## config.mk

```make
export PLATFORM = sky130hd
export DESIGN_NAME = long_div_sign_adapter_flat
export DESIGN_NICKNAME = d
export VERILOG_FILES = /design/src/rtl/long_div_sign_adapter_if.sv /design/src/rtl/long_div_sign_adapter.sv /design/src/flat_wrapper.sv
export SDC_FILE = /design/constraint.sdc
export NUM_CORES = 1
export LEC_CHECK = 0
export CORE_UTILIZATION = 35
export CTS_BUF_LIST = sky130_fd_sc_hd__clkbuf_2 sky130_fd_sc_hd__clkbuf_4 sky130_fd_sc_hd__clkbuf_8
export DETAILED_ROUTE_END_ITERATION = 7
export DONT_BUFFER_PORTS = 1
export SETUP_SLACK_MARGIN = 0.2
export SYNTH_ARGS = -nofsm -noshare
export SYNTH_HDL_FRONTEND = slang
export SYNTH_SLANG_ARGS = --single-unit
```

## constraint.sdc

```tcl
create_clock -name clk -period 5.9 [get_ports clk]
set_input_delay 0.59 -clock clk [delete_from_list [all_inputs] [get_ports clk]]
set_output_delay 0.59 -clock clk [all_outputs]
set_load 0.05 [all_outputs]
```

## src/rtl/long_div_sign_adapter_if.sv

```systemverilog
// Request/response and divider-side signals of the signed-division adapter.
//   start, op, dividend, divisor      : request from the client
//   busy, done, result, error         : status and result back to the client
//   div_start, div_numerator,
//   div_denominator                   : command to the unsigned divider
//   div_done, div_quotient,
//   div_remainder                     : response from the unsigned divider
// slave  : view taken by the adapter itself
// master : view taken by the surrounding client/divider environment
interface long_div_sign_adapter_if #(
    parameter int DATA_WIDTH = 32
);
    logic                  start;
    logic [1:0]            op;
    logic [DATA_WIDTH-1:0] dividend;
    logic [DATA_WIDTH-1:0] divisor;
    logic                  busy;
    logic                  done;
    logic [DATA_WIDTH-1:0] result;
    logic                  error;
    logic                  div_start;
    logic [DATA_WIDTH-1:0] div_numerator;
    logic [DATA_WIDTH-1:0] div_denominator;
    logic                  div_done;
    logic [DATA_WIDTH-1:0] div_quotient;
    logic [DATA_WIDTH-1:0] div_remainder;

    modport slave (
        input  start, op, dividend, divisor,
        input  div_done, div_quotient, div_remainder,
        output busy, done, result, error,
        output div_start, div_numerator, div_denominator
    );

    modport master (
        output start, op, dividend, divisor,
        output div_done, div_quotient, div_remainder,
        input  busy, done, result, error,
        input  div_start, div_numerator, div_denominator
    );
endinterface

```

## src/rtl/long_div_sign_adapter.sv

```systemverilog
// Wraps an external unsigned divider so it can serve DIV/DIVU/REM/REMU.
// Operand magnitudes go to the divider; the sign is re-applied afterwards.
// Divide-by-zero and signed overflow are answered locally without the divider.
// Ports:
//   clk, reset_n : clock (rising edge) and asynchronous active-low reset
//   bus          : long_div_sign_adapter_if.slave (client request/response and
//                  unsigned-divider command/response)
//
// state   | meaning
// --------+---------------------------------------------------------------
// S_IDLE  | waiting for start; operands captured when it arrives
// S_ISSUE | div_start high for this single cycle
// S_WAIT  | waiting on div_done, timeout down-counter running
// S_FIXUP | sign correction / special-case select, result registered
module long_div_sign_adapter #(
    parameter int DATA_WIDTH     = 32,
    parameter int TIMEOUT_CYCLES = 63
) (
    input  logic                     clk,
    input  logic                     reset_n,
    long_div_sign_adapter_if.slave   bus
);

    localparam int TW = (TIMEOUT_CYCLES > 1) ? $clog2(TIMEOUT_CYCLES) : 1;
    localparam logic [TW-1:0] TIMER_LOAD = TW'((TIMEOUT_CYCLES > 0) ? TIMEOUT_CYCLES - 1 : 0);
    localparam logic [DATA_WIDTH-1:0] MIN_VAL = {1'b1, {(DATA_WIDTH-1){1'b0}}};
    localparam logic [DATA_WIDTH-1:0] ONES    = '1;

    typedef enum logic [1:0] {
        S_IDLE  = 2'b00,
        S_ISSUE = 2'b01,
        S_WAIT  = 2'b10,
        S_FIXUP = 2'b11
    } state_t;

    state_t                state_q, state_d;

    logic [1:0]            op_q;
    logic                  dvd_neg_q, dvs_neg_q;
    logic                  zero_q, ovf_q;
    logic [DATA_WIDTH-1:0] num_q, den_q;
    logic [DATA_WIDTH-1:0] quo_q, rem_q;
    logic [TW-1:0]         timer_q;
    logic [DATA_WIDTH-1:0] result_q;
    logic                  done_q, error_q;

    // Request-side decode, used only when a start is accepted.
    // op[0]=0 selects the signed variants (DIV, REM).
    logic                  in_signed, in_dvd_neg, in_dvs_neg, in_zero, in_ovf;
    logic [DATA_WIDTH-1:0] in_num, in_den;

    always_comb begin
        in_signed  = ~bus.op[0];
        in_dvd_neg = in_signed & bus.dividend[DATA_WIDTH-1];
        in_dvs_neg = in_signed & bus.divisor[DATA_WIDTH-1];
        // Negating MIN_VAL yields MIN_VAL, which is the correct unsigned magnitude.
        in_num     = in_dvd_neg ? -bus.dividend : bus.dividend;
        in_den     = in_dvs_neg ? -bus.divisor  : bus.divisor;
        in_zero    = (bus.divisor == '0);
        in_ovf     = in_signed && (bus.dividend == MIN_VAL) && (bus.divisor == ONES);
    end

    logic accept, timeout;

    always_comb begin
        accept  = (state_q == S_IDLE) && bus.start;
        timeout = (state_q == S_WAIT) && !bus.div_done && (timer_q == '0);
    end

    always_comb begin
        state_d = state_q;
        case (state_q)
            S_IDLE: begin
                if (bus.start) begin
                    state_d = (in_zero || in_ovf) ? S_FIXUP : S_ISSUE;
                end
            end
            S_ISSUE: state_d = S_WAIT;
            S_WAIT: begin
                if (bus.div_done) begin
                    state_d = S_FIXUP;
                end else if (timer_q == '0) begin
                    state_d = S_IDLE;
                end
            end
            S_FIXUP: state_d = S_IDLE;
            default: state_d = S_IDLE;
        endcase
    end

    // Sign correction. For a zero divisor the remainder source is the dividend
    // magnitude; re-applying the dividend sign restores the original dividend.
    logic                  is_signed_q, is_rem_q;
    logic [DATA_WIDTH-1:0] rem_src, quo_fix, rem_fix, fix_val;

    always_comb begin
        is_signed_q = ~op_q[0];
        is_rem_q    = op_q[1];
        rem_src     = zero_q ? num_q : rem_q;
        quo_fix     = (is_signed_q && (dvd_neg_q ^ dvs_neg_q)) ? -quo_q : quo_q;
        rem_fix     = (is_signed_q && dvd_neg_q) ? -rem_src : rem_src;
        fix_val     = '0;
        if (is_rem_q) begin
            fix_val = ovf_q ? '0 : rem_fix;
        end else if (zero_q) begin
            fix_val = ONES;
        end else if (ovf_q) begin
            fix_val = MIN_VAL;
        end else begin
            fix_val = quo_fix;
        end
    end

    always_ff @(posedge clk or negedge reset_n) begin
        if (!reset_n) begin
            state_q   <= S_IDLE;
            op_q      <= '0;
            dvd_neg_q <= 1'b0;
            dvs_neg_q <= 1'b0;
            zero_q    <= 1'b0;
            ovf_q     <= 1'b0;
            num_q     <= '0;
            den_q     <= '0;
            quo_q     <= '0;
            rem_q     <= '0;
            timer_q   <= '0;
            result_q  <= '0;
            done_q    <= 1'b0;
            error_q   <= 1'b0;
        end else begin
            state_q <= state_d;
            done_q  <= (state_q == S_FIXUP);

            if (accept) begin
                op_q      <= bus.op;
                dvd_neg_q <= in_dvd_neg;
                dvs_neg_q <= in_dvs_neg;
                zero_q    <= in_zero;
                ovf_q     <= in_ovf;
                num_q     <= in_num;
                den_q     <= in_den;
                error_q   <= 1'b0;
            end

            if (state_q == S_ISSUE) begin
                timer_q <= TIMER_LOAD;
            end else if ((state_q == S_WAIT) && !bus.div_done && (timer_q != '0)) begin
                timer_q <= timer_q - 1'b1;
            end

            if ((state_q == S_WAIT) && bus.div_done) begin
                quo_q <= bus.div_quotient;
                rem_q <= bus.div_remainder;
            end

            if (timeout) begin
                error_q <= 1'b1;
            end

            if (state_q == S_FIXUP) begin
                result_q <= fix_val;
            end
        end
    end

    assign bus.busy            = (state_q != S_IDLE);
    assign bus.div_start       = (state_q == S_ISSUE);
    assign bus.div_numerator   = num_q;
    assign bus.div_denominator = den_q;
    assign bus.done            = done_q;
    assign bus.result          = result_q;
    assign bus.error           = error_q;

endmodule

```

## src/flat_wrapper.sv

```systemverilog
// flat-port wrapper written by rule: the top's interface ports become plain ports
module long_div_sign_adapter_flat 
#(
    parameter int DATA_WIDTH     = 32,
    parameter int TIMEOUT_CYCLES = 63
)
  (clk, reset_n, bus_start, bus_op, bus_dividend, bus_divisor, bus_div_done, bus_div_quotient, bus_div_remainder, bus_busy, bus_done, bus_result, bus_error, bus_div_start, bus_div_numerator, bus_div_denominator);
  long_div_sign_adapter_if #(.DATA_WIDTH(DATA_WIDTH)) bus_i ();
  input  logic clk;
  input  logic reset_n;
  input wire logic [$bits(bus_i.start)-1:0] bus_start;
  input wire logic [$bits(bus_i.op)-1:0] bus_op;
  input wire logic [$bits(bus_i.dividend)-1:0] bus_dividend;
  input wire logic [$bits(bus_i.divisor)-1:0] bus_divisor;
  input wire logic [$bits(bus_i.div_done)-1:0] bus_div_done;
  input wire logic [$bits(bus_i.div_quotient)-1:0] bus_div_quotient;
  input wire logic [$bits(bus_i.div_remainder)-1:0] bus_div_remainder;
  output wire logic [$bits(bus_i.busy)-1:0] bus_busy;
  output wire logic [$bits(bus_i.done)-1:0] bus_done;
  output wire logic [$bits(bus_i.result)-1:0] bus_result;
  output wire logic [$bits(bus_i.error)-1:0] bus_error;
  output wire logic [$bits(bus_i.div_start)-1:0] bus_div_start;
  output wire logic [$bits(bus_i.div_numerator)-1:0] bus_div_numerator;
  output wire logic [$bits(bus_i.div_denominator)-1:0] bus_div_denominator;
  assign bus_i.start = bus_start;
  assign bus_i.op = bus_op;
  assign bus_i.dividend = bus_dividend;
  assign bus_i.divisor = bus_divisor;
  assign bus_i.div_done = bus_div_done;
  assign bus_i.div_quotient = bus_div_quotient;
  assign bus_i.div_remainder = bus_div_remainder;
  assign bus_busy = bus_i.busy;
  assign bus_done = bus_i.done;
  assign bus_result = bus_i.result;
  assign bus_error = bus_i.error;
  assign bus_div_start = bus_i.div_start;
  assign bus_div_numerator = bus_i.div_numerator;
  assign bus_div_denominator = bus_i.div_denominator;
  long_div_sign_adapter #(.DATA_WIDTH(DATA_WIDTH), .TIMEOUT_CYCLES(TIMEOUT_CYCLES)) u_core (.clk(clk), .reset_n(reset_n), .bus(bus_i));
endmodule
```

## Yosys cells after proc, flatten, opt, wreduce, memory -nomap -nowiden

Index checks and enable logic that the tools add are counted.

| cells by class | value |
|---|---|
| add/subtract/negate cells | 5 |
| equal/unequal tests | 7 |
| muxes and demuxes | 18 |
| bitwise logic cells | 5 |
| reductions and logical operators | 19 |

Operator list:

| cell | number |
|---|---|
| $mux 32 | 9 |
| $neg 32->32 | 4 |
| $eq 32x32->1 const B | 2 |
| $logic_not 32->1 | 1 |
| $mux 6 | 2 |
| $logic_and 1x1->1 | 9 |
| $mux 2 | 4 |
| $pmux 2 s4 | 1 |
| $logic_not 6->1 | 1 |
| $reduce_bool 2->1 | 3 |
| $reduce_bool 6->1 | 1 |
| $sub 6x1->6 const B | 1 |
| $eq 2x2->1 const B | 2 |
| $ne 3x3->1 const B | 1 |
| $and 1x1->1 | 2 |
| $eq 2x1->1 const B | 1 |
| $logic_not 2->1 | 1 |
| $mux 1 | 2 |
| $ne 2x2->1 const B | 1 |
| $not 1->1 | 2 |
| $reduce_and 2->1 | 1 |
| $logic_not 1->1 | 1 |
| $logic_or 1x1->1 | 1 |
| $xor 1x1->1 | 1 |

| storage, ports and cells | value |
|---|---|
| flip-flop bits (word level) | 176 |
| bits of input ports | 134 |
| output and inout port bits | 100 |
| logic and storage cells | 68 |

## Depth between registers and ports, before layout

| depth | value |
|---|---|
| depth in word-level cells | 7 |
| gate-level depth with buffers | 13 |
| gate-level depth less buffers | 8 |

## Least setup slack after synthesis

No wires, ideal clock.

| timing path | value |
|---|---|
| path type | register to register |
| from | register u_core.zero_q |
| to | register u_core.result_q[28] (netlist: u_core.bus.result[28]) |
| library setup time | 0.126 ns |
| arrival time | 3.276 ns |
| required time | 5.774 ns |
| slack | 2.498 ns |
| stages on the path, launching flop included | 14 |
| path buffers | 5 |
| period minus slack after synthesis | 3.402 ns |
| cells stage by stage | dfrtp_1 -> clkbuf_1 -> buf_2 -> buf_1 -> buf_2 -> buf_2 -> mux2i_1 -> ha_1 -> nor3b_1 -> a21oi_1 -> nand4b_2 -> nor4b_2 -> mux2i_1 -> o32a_1 |

| between the ends | value |
|---|---|
| cells in the longest elaborated chain, start to end | 5 |
| elaborated cells between the ends (all ways) | 6 |
| classes of those cells | add/sub: 1; mux: 5 |

Ends and longest elaborated chain:

| what | RTL line | text |
|---|---|---|
| from (decl) | long_div_sign_adapter.sv:40 | `logic zero_q, ovf_q;` |
| from (signal assigned) | long_div_sign_adapter.sv:138 | `zero_q <= in_zero;` |
| $mux 32 | long_div_sign_adapter.sv:99 | `rem_src = zero_q ? num_q : rem_q;` |
| $neg 32->32 | long_div_sign_adapter.sv:101 | `rem_fix = (is_signed_q && dvd_neg_q) ? -rem_src : rem_src;` |
| $mux 32 | long_div_sign_adapter.sv:101 |  |
| $mux 32 | long_div_sign_adapter.sv:104 | `fix_val = ovf_q ? '0 : rem_fix;` |
| $mux 32 * | long_div_sign_adapter.sv:103 | `if (is_rem_q) begin` |
| to (signal assigned) | long_div_sign_adapter.sv:161 | `result_q <= fix_val;` |
| to (decl) | long_div_sign_adapter.sv:44 | `logic [DATA_WIDTH-1:0] result_q;` |

Every way passes the cells marked *; elsewhere a longest branch is shown, timed or not.
A chain may end at the register's enable or synchronous reset.

## Worst setup path in the final report

Ends and elaborated chain as after synthesis.

==> metrics.txt <==
outcome=completed; most frequent cells in the layout=175 x dfrtp_1, 116 x nand2_1, 101 x o21ai_0; main flop type after synthesis=dfrtp_1; Buffers on Ports=0; Reg clk slew, reported paths=100 ps; skew final=14.1 ps; Placed Cells=1485; crit-path max FO=49; DR DRC count=0; Synthesis Warnings=0; critical path capture point type=flop; worst setup margin=2040 ps; Pre-Repair DR Iteration Count=6; Sequential cell area=4410 um2; largest cells by area after synthesis=dfrtp_1 41%, mux2_2 7.9%, xnor2_1 4.8%, o21ai_0 4.7%, nand2_1 4.1%; Placer Congestion=0.854; pwr/cell area=592 nW/um2; vias per cell=5.72; CP cell instances=buf_4, or3b_1, a222oi_1, nand4b_2, nor4b_2, mux2i_1, o32a_1; Layout area overhead=6.72%; nets@finish=1256; cell count after synthesis=1153; Relative slew margins=19.5%; cell taking the most area after synthesis=dfrtp_1; multi-input logic area=5920 um2; number of flops mapped to enable cells by yosys=0; GRT Overall Usage=21.4%; CTS tree=done; initial detailed-routing violation count=581; DP Wirelength=25000 um; Worst-Skew Late Latency=490 ps; Die X=176 um; Arrival @ worst endpoint=4240 ps; CTS Buffer Depth=2; H-tree depth=4; period utilisation layout=65.5%; CTS sink cnt=176; Yosys top cell area share=41.3%; ratio of cells with drive above 1 in the final layout=11.8%; # IOs=234; Mapped Nets=1294; Die H=176 um; RSZ-0062 raised after global routing=false; worst vdd ir=0.000255 V; fin. max-slew vios=0; setup_tns=0 ps; total wire length=32900 um; number of distinct library cells after synthesis=65; largest net degree at the start of global routing=177; area of the core=29800 um2; Worst EP required=6280 ps; initial antenna violation count=3; vias=8696; Slowest Stage Delay on Critical Path=940 ps; commonest non-fill, non-tap cell in the layout=dfrtp_1; f_max=0.259 GHz; fillers=3037; worst-case reg-to-reg path depth=7; GRT overflow=0; type of origin of the critical path=flop; die area=31100 um2; Place WS=2150 ps; Static Leakage=4.33 nW; clk root buf=clkbuf_8; placed cell areas=10900 um2; setup violators final=0; Yosys reg bits=176; CTS buffer count=17; Least-Margin Pin Slew=1200 ps; first-pass GRT wire length=50600 um; Seq/Total Area, Yosys=41.3%; Layout Cells excl Fill=1519; Max-cap violations=0; vias in the first global route=8600; FP Rows=63; # resized after CTS=0; Hold Crit Class=in -> async; WL per Instance=21.6 um; synthesized area per cell=9.24 um2; Worst path slowest cell=dfrtp_2; Fin. Hold Viols=0; CP Class=reg -> reg; Final Cell Area=11400 um2; Final ANT Viol Nets=0; Synth async-reset ratio=100%; starting density of the core=35.8%; Post-Syn Area=10700 um2; Tmin final=3860 ps; Hold Slack=160 ps
-- cell type report --
type,instances,area share [%]
flip-flops and latches,176,38.7
inverters,21,0.693
clock buffers,17,2.06
diodes,1,0.0220
repair buffers,8,0.704
clock inverters,15,1.39
well taps,390,4.29
multi-input cells,891,52.1
-- synthesized netlist by cell type, types with 5 or more instances --
master / count
o21ai_0: 101
a221oi_1: 5
nand3_1: 15
nand3b_1: 5
mux2_2: 75
buf_2: 6
o22a_1: 6
o31ai_1: 24
o41ai_1: 11
ha_1: 7
or3_1: 26
a31oi_1: 25
mux2i_1: 31
inv_1: 19
nand2b_1: 10
nor2b_1: 6
nor2_1: 79
o221ai_1: 5
nor4b_1: 6
o211ai_1: 6
buf_1: 6
dfrtp_1: 176
a21oi_1: 60
clkbuf_1: 52
xor2_1: 46
nor3b_1: 10
or2_2: 7
or4_1: 18
nor3_1: 38
nand2_1: 117
xnor2_1: 59
nor4_1: 18
nand4_1: 12
-- per-stage QoR --
| step | util (%) | power (mW) |
|---|---|---|
| after detailed placement | 36.7 | 5.86 |
| final | 38.2 | 6.73 |
| after floorplan | - | 5.10 |
| after global routing | 38.2 | 7.19 |
| after global placement | 36.7 | 5.82 |
| after CTS | 38.2 | 6.78 |
-- worst paths after layout --
check	endpoint	slack, ps	from
worst max-delay path	u_core.bus.result[28]$_DFFE_PN0P_	2040	u_core.zero_q$_DFFE_PN0P_
worst min-delay path	u_core.bus.result[3]$_DFFE_PN0P_	160	reset_n
worst max register to register	u_core.bus.result[28]$_DFFE_PN0P_	2040	u_core.zero_q$_DFFE_PN0P_
worst min register to register	u_core.rem_q[31]$_DFFE_PN0P_	520	u_core.rem_q[31]$_DFFE_PN0P_
max in group asynchronous	u_core.zero_q$_DFFE_PN0P_	5100	reset_n
min in group clk	u_core.rem_q[14]$_DFFE_PN0P_	240	bus_div_remainder[14]
-- routing by layer --
metal | wire (um) | track usage (%) | up-vias | part of all wire, %
li1 | - | - | 4140 | -
met1 | 13400 | 25.7 | 4189 | 41
met2 | 15500 | 35.1 | 325 | 47
met3 | 3370 | 8.38 | 38 | 10
met4 | 567 | 6.82 | 4 | 1.7
met5 | 31 | 0 | - | 0.094
-- timing repair --
action	CTS	global route
buffers inserted	0	0
hold endpoints to repair	176	0
hold buffers	1	0
-- power breakdown --
group / switching [mW] / leakage (nW) / internal, mW
Combinational: 1.22 / 2.03 / 0.979
Sequential: 1.92 / 2.11 / 1.75
Clock: 0.480 / 0.190 / 0.381
-- logic make-up after synthesis --
| family | count (synthesis) | share of synthesized area, % |
|---|---|---|
| and+or+nand+nor | 393 | 19.0 |
| AOI/OAI and AO/OA | 280 | 16.2 |
| DFF | 176 | 41.3 |
| muxes | 106 | 10.8 |
| xor gates and xnor gates | 105 | 8.63 |
| buffers and inverters | 86 | 3.14 |
| adders and majority gates | 7 | 0.822 |
-- state kept, by name, summed over array words and instances, names as in the netlist --
name / count
u_core.zero_q: 1
u_core.bus.div_numerator: 32
u_core.op_q: 2
u_core.state_q: 2
u_core.ovf_q: 1
u_core.bus.done: 1
u_core.dvd_neg_q: 1
u_core.bus.result: 32
u_core.timer_q: 6
u_core.bus.error: 1
u_core.quo_q: 32
u_core.rem_q: 32
u_core.bus.div_denominator: 32
u_core.dvs_neg_q: 1
-- critical path: cells and delay by family, from the launching register on --
family / cells / cell delay (ps)
and+or+nand+nor: 3 / 1210
DFF: 1 / 940
AOI/OAI and AO/OA: 2 / 920
buffers and inverters: 1 / 560
muxes: 1 / 130
Note: power is estimated with default switching activity, not from simulation.
